## src/rtl/sw_debounce_pkg.sv

```systemverilog
// Shared definitions for the switch debouncer.
//   ST_IDLE / ST_COUNT : per-bit FSM state encoding
//   cnt_width()        : width of the per-bit persistence counter
package sw_debounce_pkg;

    localparam logic ST_IDLE  = 1'b0;
    localparam logic ST_COUNT = 1'b1;

    // The counter only ever reaches cycles-1, so $clog2(cycles) bits are enough.
    // The floor of 1 keeps the vector legal for degenerate parameter values.
    function automatic int cnt_width(input int cycles);
        int w;
        w = $clog2(cycles);
        return (w < 1) ? 1 : w;
    endfunction

endpackage

```

## src/rtl/debounce_bit.sv

```systemverilog
// One switch bit: 2-flop synchroniser, IDLE/COUNT persistence filter and
// one-cycle edge pulses.
//   clk, RSTn  : clock, asynchronous active-low reset
//   sw_raw     : asynchronous switch pin
//   sw_stable  : debounced level (registered)
//   sw_rise    : pulse in the cycle sw_stable becomes 1
//   sw_fall    : pulse in the cycle sw_stable becomes 0
module debounce_bit
    import sw_debounce_pkg::*;
#(
    parameter int   DEBOUNCE_CYCLES = 500000,
    parameter logic INIT_VAL        = 1'b0
) (
    input  logic clk,
    input  logic RSTn,
    input  logic sw_raw,
    output logic sw_stable,
    output logic sw_rise,
    output logic sw_fall
);

    localparam int            CW   = cnt_width(DEBOUNCE_CYCLES);
    localparam logic [CW-1:0] LAST = CW'(DEBOUNCE_CYCLES - 1);

    logic          meta;
    logic          sync;
    logic          state;
    logic [CW-1:0] cnt;

    // Synchroniser flops reset to INIT_VAL (same as sw_stable) so that
    // leaving reset with the pin at its initial level starts no count.
    always_ff @(posedge clk or negedge RSTn) begin
        if (!RSTn) begin
            meta      <= INIT_VAL;
            sync      <= INIT_VAL;
            state     <= ST_IDLE;
            cnt       <= '0;
            sw_stable <= INIT_VAL;
            sw_rise   <= 1'b0;
            sw_fall   <= 1'b0;
        end else begin
            meta    <= sw_raw;
            sync    <= meta;
            sw_rise <= 1'b0;
            sw_fall <= 1'b0;
            case (state)
                ST_IDLE: begin
                    if (sync != sw_stable) begin
                        state <= ST_COUNT;
                        cnt   <= CW'(1);
                    end else begin
                        cnt   <= '0;
                    end
                end
                default: begin
                    if (sync == sw_stable) begin
                        // Bounced back before persisting: drop the count.
                        state <= ST_IDLE;
                        cnt   <= '0;
                    end else if (cnt == LAST) begin
                        // This is the DEBOUNCE_CYCLES-th consecutive sample.
                        sw_stable <= sync;
                        sw_rise   <= sync;
                        sw_fall   <= ~sync;
                        state     <= ST_IDLE;
                        cnt       <= '0;
                    end else begin
                        cnt <= cnt + CW'(1);
                    end
                end
            endcase
        end
    end

endmodule

```

## src/rtl/switch_debounce.sv

```systemverilog
// Input conditioning for the board slide switches feeding the SoC GPIO.
// Each bit is synchronised and debounced independently; the top level adds
// sticky change flags (write-1-to-clear) and a maskable level interrupt.
//   clk, RSTn   : clock, asynchronous active-low reset
//   sw_raw      : asynchronous switch pins
//   sw_stable   : debounced levels
//   sw_rise     : per-bit 1-cycle pulse on accepted 0->1
//   sw_fall     : per-bit 1-cycle pulse on accepted 1->0
//   chg_pending : sticky per-bit change flags
//   chg_clr     : write-1-to-clear strobes for chg_pending
//   irq_mask    : per-bit interrupt enables
//   irq         : registered |(chg_pending & irq_mask)
module switch_debounce
    import sw_debounce_pkg::*;
#(
    parameter int               WIDTH           = 8,
    parameter int               DEBOUNCE_CYCLES = 500000,
    parameter logic [WIDTH-1:0] INIT_VAL        = 8'h00
) (
    input  logic             clk,
    input  logic             RSTn,
    input  logic [WIDTH-1:0] sw_raw,
    output logic [WIDTH-1:0] sw_stable,
    output logic [WIDTH-1:0] sw_rise,
    output logic [WIDTH-1:0] sw_fall,
    output logic [WIDTH-1:0] chg_pending,
    input  logic [WIDTH-1:0] chg_clr,
    input  logic [WIDTH-1:0] irq_mask,
    output logic             irq
);

    for (genvar i = 0; i < WIDTH; i++) begin : g_bit
        debounce_bit #(
            .DEBOUNCE_CYCLES (DEBOUNCE_CYCLES),
            .INIT_VAL        (INIT_VAL[i])
        ) u_bit (
            .clk       (clk),
            .RSTn      (RSTn),
            .sw_raw    (sw_raw[i]),
            .sw_stable (sw_stable[i]),
            .sw_rise   (sw_rise[i]),
            .sw_fall   (sw_fall[i])
        );
    end

    // Set has priority over clear so an edge arriving with the clear strobe
    // is never lost.
    always_ff @(posedge clk or negedge RSTn) begin
        if (!RSTn) begin
            chg_pending <= '0;
            irq         <= 1'b0;
        end else begin
            chg_pending <= (chg_pending & ~chg_clr) | sw_rise | sw_fall;
            irq         <= |(chg_pending & irq_mask);
        end
    end

endmodule

```

## config.mk

```make
export PLATFORM = sky130hd
export DESIGN_NAME = switch_debounce
export DESIGN_NICKNAME = d
export VERILOG_FILES = /design/src/rtl/sw_debounce_pkg.sv /design/src/rtl/debounce_bit.sv /design/src/rtl/switch_debounce.sv
export SDC_FILE = /design/constraint.sdc
export NUM_CORES = 1
export LEC_CHECK = 0
export ABC_AREA = 1
export BUFFER_PORTS_ARGS = -buffer_cell sky130_fd_sc_hd__buf_2
export CORE_ASPECT_RATIO = 1.75
export CORE_MARGIN = 8
export CORE_UTILIZATION = 57
export CTS_CLUSTER_DIAMETER = 50
export CTS_CLUSTER_SIZE = 16
export DETAILED_ROUTE_END_ITERATION = 12
export PLACE_DENSITY_LB_ADDON = 0.12
export SYNTH_ARGS = -nofsm -noshare
export SYNTH_HDL_FRONTEND = slang
export SYNTH_SLANG_ARGS = --single-unit
```

## constraint.sdc

```tcl
create_clock -name clk -period 2.99 [get_ports clk]
set_clock_uncertainty 0.2 [all_clocks]
set_input_delay 0.1495 -clock clk [delete_from_list [all_inputs] [get_ports clk]]
set_output_delay 0.1495 -clock clk [all_outputs]
set_load 0.02 [all_outputs]
```

[After elaboration in Yosys (flattened, before gate mapping)]
Index checks and enable logic that the tools add are counted.
Word-level totals
  flip-flop bits (word level): 209
  input bits: 26
  output and inout bits: 33
  logic and storage cells: 232
Cells by class
  add/sub/neg operators: 8
  equal/unequal tests: 24
  mux-type cells: 112
  bitwise logic cells: 21
  reductions and logical operators: 9
Operators by type and width (count)
  $mux W19: 24
  $add A19 B1 Y19 const B: 8
  $eq A19 B19 Y1 const B: 8
  $mux W1: 88
  $reduce_and A3 Y1: 8
  $and A8 B8 Y8: 2
  $not A1 Y1: 16
  $or A8 B8 Y8: 2
  $eq A1 B1 Y1: 8
  $ne A1 B1 Y1: 8
  $not A8 Y8: 1
  $reduce_or A8 Y1: 1

[Longest topological paths before layout]
Gate-level depths: netlist (run 1).
  depth after elaboration: 4
  depth in mapped cells: 10
  mapped depth without buffers: 10

[Modules after synthesis]
Synthesis (run 1) repeated with hierarchy kept, for this count alone.
Unflattened totals
  cell total of the unflattened synthesis: 1512
  area total of the unflattened synthesis: 11282.1 µm²
By module, submodules not included
  debounce_bit: instances 8, cells an instance 183, area an instance 1362.6 µm², sequential area each 625.6 µm²
  switch_debounce: instances 1, cells an instance 48, area an instance 381.6 µm², sequential area each 225.2 µm²

[Worst setup path after synthesis (run 1)]
OpenSTA, ideal clock, no wires.
  kind: reg2reg
  from: register g_bit[2].u_bit.cnt[0]
  to: register g_bit[2].u_bit.cnt[12]
  setup time: 0.119 ns
  arrival time: 1.300 ns
  required time: 2.671 ns
  path slack: 1.371 ns
  stages on the path, launching flop included: 8
  path buffers: 1
  period minus slack after synthesis: 1.619 ns
  path through: dfrtp_1 ha_1 nand2_1 nor2_4 nand3_4 o21ai_4 buf_12 nor2_2
Between the ends
  longest elaborated chain between the ends: 4
  elaborated cells between the ends (all ways): 5
  classes of those cells: 1 x add/sub; 1 x eq/ne; 3 x mux
Ends and longest elaborated chain
  start: declaration: RTL line debounce_bit.sv:28  | logic [CW-1:0] cnt;
  start signal: assignment: RTL line debounce_bit.sv:68  | cnt <= cnt + CW'(1);
  $add A19 B1 Y19 or $eq A19 B19 Y1 (tied branches): RTL line debounce_bit.sv:68, debounce_bit.sv:60
  $mux W19 (*): RTL line debounce_bit.sv:60  | end else if (cnt == LAST) begin
  $mux W19 (*): RTL line debounce_bit.sv:56  | if (sync == sw_stable) begin
  $mux W19 (*): RTL line debounce_bit.sv:46  | case (state)
Mark *: on every way between the ends. The rest lies on a longest branch, timed or not.
A chain may end at the register's enable or synchronous reset.

[Worst setup path in the final report (run 1)]
  from: register chg_pending[4]
  to: register irq
Between the ends
  longest elaborated chain between the ends: 2
Ends and longest elaborated chain
  start: declaration: RTL line switch_debounce.sv:26  | output logic [WIDTH-1:0] chg_pending,
  start signal: assignment: RTL line switch_debounce.sv:53  | chg_pending <= (chg_pending & ~chg_clr) | sw_rise | sw_fall;
  $and A8 B8 Y8: RTL line switch_debounce.sv:54  | irq <= |(chg_pending & irq_mask);
  $reduce_or A8 Y1: RTL line switch_debounce.sv:54
  end signal: assignment: RTL line switch_debounce.sv:54
  end: declaration: RTL line switch_debounce.sv:29  | output logic irq
Every way passes these cells.

==> results.cfg, run 1 <==
[critical_path]
worstSetupEndpointType = flop
worstSetupPathType = flop to flop
reg2reg_depth = 6
cp_max_fo = 3
crit_arrival_ns = 2.50
cp.required_ns = 3.15
worstReg2RegStart = chg_pending[4]
start_kind = flop
crit_start = chg_pending[4]

[sta]
slew_headroom_pct = 62.2
finalHoldViolations = 0
setup_slack_ns = 0.652
slew_violations = 0
rsz0062_at_grt = false
fin_crit_sh_pct = 78.2
setup_tns_ns = 0
hold_ws_ns = 0.0313
fmax_mhz = 428
setup_viol = 0
fin_crit_ns = 2.34
worst_pin_slew_ns = 0.566

[clocking]
cts_buffers = 18
root_buffer = clkbuf_16
cts.sinks = 209
clk_pin_slew_ns = 0.07
cts_resized = 0
h-tree-depth = 1
clockBufferDepth = 3
worstSkewPairLatency_ns = 0.48
cts_tree = done
postCtsSetupBuffers = 0

[floorplanning]
core_um2 = 19000
initial_core_util_pct = 57.7
num_io_pins = 59
fp-row-count = 67
die_w_um = 121
die_y_um = 200
design.die.area_um2 = 24100

[detailed_routing]
first_pass_iters = 5
routed_wl_um = 22500
wl_per_cell_um = 12.8
vias = 8835
vias_per_cell = 5.03
drt_iter0_drc = 409
antenna_left = 0
route.detailed.drc = 0

[pwr]
p_sw_mw = 1.26
vdd_drop_max_mv = 0.534
internal-power_mw = 4.15
finalPower_mw = 5.41
clockPowerShare_pct = 40.6
p_sw_share_pct = 23.3
seqPwrFrac_pct = 53.8
pwr-share-comb_pct = 5.6
p_leak_nw = 5.53
p_per_area_nw_per_um2 = 448

[finish]
final_cell_mix = nand2_1 (343), nor2_1 (342), dfrtp_1 (209)
layout-drive-gt1-share_pct = 9.10
nFillCells = 1690
layout_commonest_cell = nand2_1
final_cell_area_um2 = 12100
syn_to_final_growth_pct = 9.98
diodes = 0
nets = 1546

[placement]
gp_congestion = 0.900
port_buffers = 58
place_hpwl_um = 16900
pre_cts_ws_ns = 0.910
dpl_cell_area_um2 = 11400

[synth]
synthFlopType = dfrtp_1
netlist.area_leader.share_pct = 47.6
syn_nets = 1478
yosysWarnings = 0
synth.distinct_cells = 33
netlist_top_cells_area = dfrtp_1 (48%), nand2_1 (12%), nor2_1 (12%), inv_1 (6.1%), nand3_1 (4.4%)
async_flop_share_pct = 100
avgSynthCellArea_um2 = 7.61
synth_area_um2 = 11000
yosys.area.top_type = dfrtp_1
ys_ff_latch = 209
syn_inst = 1444
ys_seq_area_share_pct = 47.6
synth-edff-count = 0

[grt]
overflow = 0
track_usage_pct = 19.6
grt_max_degree = 77
antenna_found_initial = 0
grt_pass1_vias = 8975
grt_pass1_wl_um = 39700

[run_status]
status = completed

[worst_hold_path]
hp-class = input pin to asynchronous set/reset pin

[run]
maxCapViolations = 0
## registers in the layout, indices dropped and copies added (netlist names)
name	flops
g_bit.u_bit.cnt	152
chg_pending	8
g_bit.u_bit.meta	8
g_bit.u_bit.state	8
g_bit.u_bit.sw_fall	8
g_bit.u_bit.sw_rise	8
g_bit.u_bit.sw_stable	8
g_bit.u_bit.sync	8
irq	1
## synthesized netlist by cell type (3+ instances only)
library cell and instances:
inv_1 178, buf_4 28, nor2_2 24, nand2_1 343, nand4_1 27, xnor2_1 8, nor2_4 9, nor2_1 342
xor2_1 53, nor3b_1 4, nand2_2 5, nand3_2 3, o21a_1 7, o21ai_0 31, nand3_1 97, nor3_1 36
dfrtp_1 209, ha_1 8, a21oi_1 9, o21bai_1 3, buf_6 4
## repair_timing
item,CTS,global route
hold buffers,20,0
hold endpoints to repair,226,0
setup endpoints to repair,0,0
## through the flow
| step | util (%) | cells |
|---|---|---|
| after floorplan | - | 1444 |
| after global placement | 59.6 | 1713 |
| after detailed placement | 59.6 | 1713 |
| after CTS | 63.5 | 1758 |
| after global routing | 63.5 | 1758 |
| final | 63.5 | 1758 |
## power groups by stage
stage	clock network (mW)	registers [mW]	logic [mW]
after floorplan	0	2.96	0.187
after global placement	0	2.97	0.286
after detailed placement	0	2.97	0.292
after CTS	2.28	2.91	0.312
after global routing	2.37	2.92	0.352
final	2.19	2.91	0.302
## kinds of logic after synthesis
kind of cell	after synthesis	synth area share (%)
AO/OA/AOI/OAI	57	3.20
XOR/XNOR	61	4.86
adder cells (fa/ha/maj)	8	0.911
buffers and inverters	213	8.67
flip-flops	209	47.6
AND/OR/NAND/NOR	896	34.8
## metal layers
metal	up-vias	routed length, µm	GRT usage, %	part of all wire [%]
met5	-	0	0	0
met4	0	540	6.09	2.4
met1	4096	9260	22.0	41
met2	123	11900	37.0	53
met3	37	834	2.74	3.7
li1	4579	-	-	-
## path summary, 6_finish.rpt
check / endpoint / slack (ns)
worst max-delay path: irq / 0.65
worst min-delay path: g_bit[2].u_bit.cnt[16] / 0.03
worst max register to register: irq / 0.65
worst min register to register: g_bit[0].u_bit.sync / 0.15
max in group asynchronous: g_bit[4].u_bit.cnt[5] / 1.78
min in group clk: g_bit[1].u_bit.meta / 0.10
## final cells by class
| type | count | area [µm²] | area share (%) |
|---|---|---|---|
| clock buffer | 20 | 489 | 4.05 |
| clock inverter | 5 | 42.5 | 0.352 |
| inverter | 179 | 672 | 5.56 |
| multi-input combinational | 1022 | 4800 | 39.8 |
| sequential | 209 | 5230 | 43.3 |
| tap | 241 | 302 | 2.50 |
| timing repair buffer | 82 | 543 | 4.49 |
## worst max-delay path, cell delays in order (launching register included)
cell,delay (ns)
dfrtp_1,0.45
nand2_1,0.09
nand2_1,0.05
a221oi_1,0.22
dlygate4sd3_1,0.59
nand2_1,0.05
dlygate4sd3_1,0.56
Note: power is estimated with default switching activity, not from simulation.
==> run 2: changes to the inputs <==
clock period = 2.4 ns   (was 2.99 ns; I/O delays follow)
==> run 2 against run 1 <==
Compared with the run above:
- combinational power is 28% higher
- critical path depth unchanged
- register-to-register slack lost 0.56 ns
- wire length increased by 2.0%
- flip-flop and latch count did not move
- global-route usage is 0.13 points higher
- sequential share of layout area is 0.26 points lower
- setup slack worse by 0.56 ns
- cell area increased by 0.60%
- clock-buffer cell count increased by 3
- core utilization rose by 0.38 points
- sequential power up 25%
==> results.cfg, run 2 (synthesis gave the netlist of run 1 again) <==
[worst_hold_path]
hp-class = input pin to asynchronous set/reset pin

[floorplanning]
die_w_um = 121
num_io_pins = 59
fp-row-count = 67
initial_core_util_pct = 57.7
design.die.area_um2 = 24100
core_um2 = 19000
die_y_um = 200

[clocking]
root_buffer = clkbuf_16
postCtsSetupBuffers = 0
cts-hold-fix-buffers = 20
clockBufferDepth = 3
cts_buffers = 18
cts_resized = 0
clk_pin_slew_ns = 0.07
worstSkewPairLatency_ns = 0.48
cts.sinks = 209
h-tree-depth = 1
cts_tree = done

[sta]
slew_headroom_pct = 60.5
fin_crit_sh_pct = 96.2
slew_violations = 0
fmax_mhz = 433
rsz0062_at_grt = false
finalHoldViolations = 0
setup_viol = 0
worst_pin_slew_ns = 0.592
fin_crit_ns = 2.31
setup_tns_ns = 0
setup_slack_ns = 0.0921

[critical_path]
worstPathCellList = nand2_1 -> nand2_1 -> a221oi_1 -> dlygate4sd3_1 -> nand2_1 -> dlygate4sd3_1
cp_max_fo = 3
worstSetupPathType = flop to flop
path_delay_family = buffers and inverters
start_kind = flop
crit_arrival_ns = 2.47
path_buf_inv = 2
cp.required_ns = 2.56
worstSetupEndpointType = flop
cpMostUsedCell = nand2_1
slowest_delay_ns = 0.58
crit_slowest_cell = dlygate4sd3_1

[detailed_routing]
routed_wl_um = 22900
wl_per_cell_um = 13.0
route.detailed.drc = 0
antenna_left = 0
vias_per_cell = 5.10
first_pass_iters = 6
vias = 8998
drt_iter0_drc = 560

[grt]
grt_pass1_vias = 8977
overflow = 0
grt_pass1_wl_um = 39700
antenna_found_initial = 0
track_usage_pct = 19.7
grt_max_degree = 79

[pwr]
seqPwrFrac_pct = 52.9
finalPower_mw = 6.86
p_leak_nw = 5.57
p_per_area_nw_per_um2 = 565
p_sw_mw = 1.56
p_sw_share_pct = 22.8
internal-power_mw = 5.30
vdd_drop_max_mv = 0.736
pwr-share-comb_pct = 5.7
clockPowerShare_pct = 41.4

[finish]
largest_register = g_bit.u_bit.cnt
layout_commonest_cell = nand2_1
layout-drive-gt1-share_pct = 9.20
final_cell_mix = nand2_1 (343), nor2_1 (342), dfrtp_1 (209)
nets = 1548
diodes = 0
final_cells = 1763
final_cell_area_um2 = 12200
syn_to_final_growth_pct = 10.6
largest_register_ffs = 152

[placement]
dpl_cell_area_um2 = 11400
dp_cells = 1715
place_hpwl_um = 17200
pre_cts_ws_ns = 0.390
port_buffers = 58
gp_congestion = 0.944

[run_status]
status = completed

[run]
maxCapViolations = 0
-- run 2: changes by cell type in the layout (fill, tap and decap cells not counted) --
cell	delta
buf_12	+2
clkbuf_1	+3
clkinv_4	-1
bufinv_16	+1
-- run 2: worst paths after layout --
check / startpoint / end / slack [ns] / cells after the start
max in group asynchronous: RSTn / g_bit[3].u_bit.cnt[5] / 1.29 / 3
min in group clk: sw_raw[3] / g_bit[3].u_bit.meta / 0.08 / 2
worst max register to register: chg_pending[4] / irq / 0.09 / 6
worst min-delay path: RSTn / g_bit[2].u_bit.cnt[13] / 0.02 / 2
worst min register to register: g_bit[1].u_bit.meta / g_bit[1].u_bit.sync / 0.13 / 0
worst max-delay path: chg_pending[4] / irq / 0.09 / 6
-- run 2: final cells by class --
cell class | count | area [µm²]
Fill cell | 1704 | 6870
Sequential cell | 209 | 5230
Timing Repair Buffer | 84 | 583
Clock buffer | 23 | 500
Inverter | 179 | 672
Multi-Input combinational cell | 1022 | 4800
Tap cell | 241 | 302
Clock inverter | 5 | 63.8
-- run 2: power by group through the flow --
stage / registers (mW) / clock network (mW) / logic, mW
detailed placement: 3.70 / 0 / 0.376
floorplan: 3.69 / 0 / 0.233
global route: 3.64 / 3.07 / 0.452
finish: 3.63 / 2.84 / 0.388
global placement: 3.70 / 0 / 0.368
CTS: 3.63 / 2.95 / 0.400
-- run 2: through the flow --
| step | utilization (%) | hold slack (ns) |
|---|---|---|
| floorplan | - | -0.376 |
| global route | 63.9 | 0.0655 |
| finish | 63.9 | 0.0231 |
| CTS | 63.9 | 0.0324 |
| detailed placement | 59.9 | -0.0461 |
| global placement | 59.9 | -0.0508 |
-- run 2: worst register-to-register path, delay by kind of cell (launching register included) --
kind,cells,cell delay (ns)
buf+inv,2,1.14
simple gates,3,0.20
compound gates,1,0.19
flops,1,0.47
-- run 2: layer usage --
metal | track usage, % | wire, µm
met3 | 2.49 | 760
met4 | 7.77 | 788
met1 | 21.0 | 9110
met5 | 0 | 0
met2 | 38.0 | 12300
==> run 3: changes to the inputs <==
SYNTH_HIERARCHICAL = 1   (was default)
==> run 3 against run 2 <==
Compared with the run above:
- global-route usage up 1.1 points
- sequential share of layout area down 1.8 points
- wire length up 9.1%
- combinational power down 34%
- register-to-register slack better by 0.24 ns
- clock power about the same
==> results.cfg, run 3 <==
[clocking]
h-tree-depth = 1
cts_resized = 0
clockBufferDepth = 3
cts_tree = done
cts_buffers = 18
clk_pin_slew_ns = 0.07
cts.sinks = 209
root_buffer = clkbuf_16
worstSkewPairLatency_ns = 0.49

[synth]
syn_nets = 1546
netlist.area_leader.share_pct = 46.4
async_flop_share_pct = 100
ys_ff_latch = 209
yosys.area.top_type = dfrtp_1
avgSynthCellArea_um2 = 7.46
synth_area_um2 = 11300
synth.distinct_cells = 23
yosysWarnings = 6
syn_inst = 1512
netlist_top_cells_area = dfrtp_1 (46%), nor2_1 (13%), nand2_1 (12%), inv_1 (6.4%), xor2_1 (5.0%)
synthFlopType = dfrtp_1
ys_seq_area_share_pct = 46.4
yosysMostFrequentCell = nor2_1
synth-edff-count = 0
synth_top_cells_by_count = nor2_1 (378), nand2_1 (373), dfrtp_1 (209)

[sta]
fin_crit_ns = 2.07
slew_headroom_pct = 56.5
slew_violations = 0
rsz0062_at_grt = false
fmax_mhz = 483
finalHoldViolations = 0
fin_crit_sh_pct = 86.3
setup_slack_ns = 0.329
setup_tns_ns = 0
setup_viol = 0
worst_pin_slew_ns = 0.652

[critical_path]
crit_arrival_ns = 2.25
cp.required_ns = 2.58
slowest_delay_ns = 0.57
crit_start = chg_pending[0]
timing.rr.end = irq
worstReg2RegStart = chg_pending[0]
cp_max_fo = 3
crit_path_end = irq
cpMostUsedCell = nand2_1
reg2reg_depth = 6
crit_slowest_cell = dlygate4sd3_1
start_kind = flop
worstSetupPathType = flop to flop
worstPathCellList = nand2_1 -> nand2_1 -> dlygate4sd3_1 -> nor2_1 -> dlygate4sd3_1 -> nand2_1
worstSetupEndpointType = flop
rrSetupSlack_ns = 0.33

[grt]
overflow = 0
grt_pass1_wl_um = 42800
track_usage_pct = 20.9
grt_pass1_vias = 9629
grt_max_degree = 61
antenna_found_initial = 0

[detailed_routing]
antenna_left = 0
vias_per_cell = 5.10
first_pass_iters = 5
drt_iter0_drc = 424
vias = 9512
routed_wl_um = 25000
route.detailed.drc = 0
wl_per_cell_um = 13.4

[finish]
layout_commonest_cell = nor2_1
layout-drive-gt1-share_pct = 9.45
largest_register_ffs = 152
final_cell_area_um2 = 12700
final_cells = 1864
syn_to_final_growth_pct = 12.4
final_cell_mix = nor2_1 (378), nand2_1 (373), dfrtp_1 (209)
largest_register = g_bit.u_bit/cnt
diodes = 0
nets = 1646

[floorplanning]
core_um2 = 19600
fp-row-count = 68
initial_core_util_pct = 57.7
die_y_um = 202
num_io_pins = 59
design.die.area_um2 = 24700
die_w_um = 122

[run_status]
status = completed

[pwr]
p_sw_mw = 1.44
clockPowerShare_pct = 42.4
p_per_area_nw_per_um2 = 526
seqPwrFrac_pct = 53.8
p_sw_share_pct = 21.5
vdd_drop_max_mv = 0.674
finalPower_mw = 6.66
internal-power_mw = 5.23
p_leak_nw = 5.76
pwr-share-comb_pct = 3.8

[placement]
dpl_cell_area_um2 = 11900
place_hpwl_um = 19200
pre_cts_ws_ns = 0.452
port_buffers = 58
dp_cells = 1813
gp_congestion = 0.932

[worst_hold_path]
hp-class = input pin to flop

[run]
maxCapViolations = 0
==> run 3: cell count changes after synthesis, moves of 8 or more <==
cell and delta:
xnor2_1 +8, nand2_2 +11, nand4_1 -11, nor4_1 +8, o21ai_0 -15, nor2_1 +36, o21ai_1 +8, nand2_1 +30
nor3_1 -28, xor2_1 +11, buf_4 -28, nor2_2 -8, inv_1 +14
==> run 3: per-layer routing <==
metal	GRT usage, %	up-vias	part of all wire, %
li1	-	4838	-
met1	20.4	4423	36
met2	41.5	169	57
met3	2.51	82	2.7
met4	9.06	0	4.2
met5	0	-	0
==> run 3: timing repair <==
item / CTS / global route
setup buffers: 0 / 0
endpoints found under the hold margin: 226 / 0
hold buffers: 24 / 0
==> run 3: critical path, delay by kind of cell, from the launching register on <==
| kind | cells | cell delay (ns) |
|---|---|---|
| buf+inv | 2 | 1.11 |
| simple gates | 4 | 0.25 |
| flops | 1 | 0.39 |
==> run 3: worst min-delay path by stage <==
stage	from	endpoint	slack (ns)	cells after the start
6_report	sw_raw[6]	g_bit[6].u_bit/meta	0.08	2
5_1_grt	sw_raw[0]	g_bit[0].u_bit/meta	0.07	2
4_1_cts	sw_raw[3]	g_bit[3].u_bit/meta	0.06	2
3_5_place_dp	RSTn	g_bit[5].u_bit/cnt[11]	-0.11	1
3_3_place_gp	RSTn	g_bit[5].u_bit/cnt[11]	-0.11	1
2_1_floorplan	RSTn	chg_pending[0]	-0.38	0
==> run 3: area by class of cell <==
type / instances / area [µm²]
Multi-Input combinational cell: 1103 / 5240
Inverter: 192 / 721
Timing Repair Buffer: 88 / 623
Sequential cell: 209 / 5230
Tap cell: 245 / 307
Clock inverter: 5 / 61.3
Clock buffer: 22 / 497
Fill cell: 1784 / 6890
==> run 3: cells by family after synthesis <==
logic type / count (synthesis) / share of synthesized area, %
compound gates: 56 / 2.93
simple gates: 959 / 36.4
flops: 209 / 46.4
fa+ha+maj: 8 / 0.887
xor+xnor: 80 / 6.21
buf+inv: 200 / 7.19
==> run 3: power groups by stage <==
stage / Clock [mW] / Combinational (mW) / Sequential [mW]
2_1_floorplan: 0 / 0.114 / 3.65
3_3_place_gp: 0 / 0.233 / 3.65
3_5_place_dp: 0 / 0.238 / 3.65
4_1_cts: 2.93 / 0.264 / 3.59
5_1_grt: 3.06 / 0.297 / 3.59
6_report: 2.82 / 0.255 / 3.59
==> run 3: per-stage QoR <==
step | utilization (%) | hold slack (ns)
after floorplan | - | -0.376
after global placement | 60.7 | -0.107
after detailed placement | 60.7 | -0.107
after CTS | 64.8 | 0.0648
after global routing | 64.8 | 0.0682
final | 64.8 | 0.0780
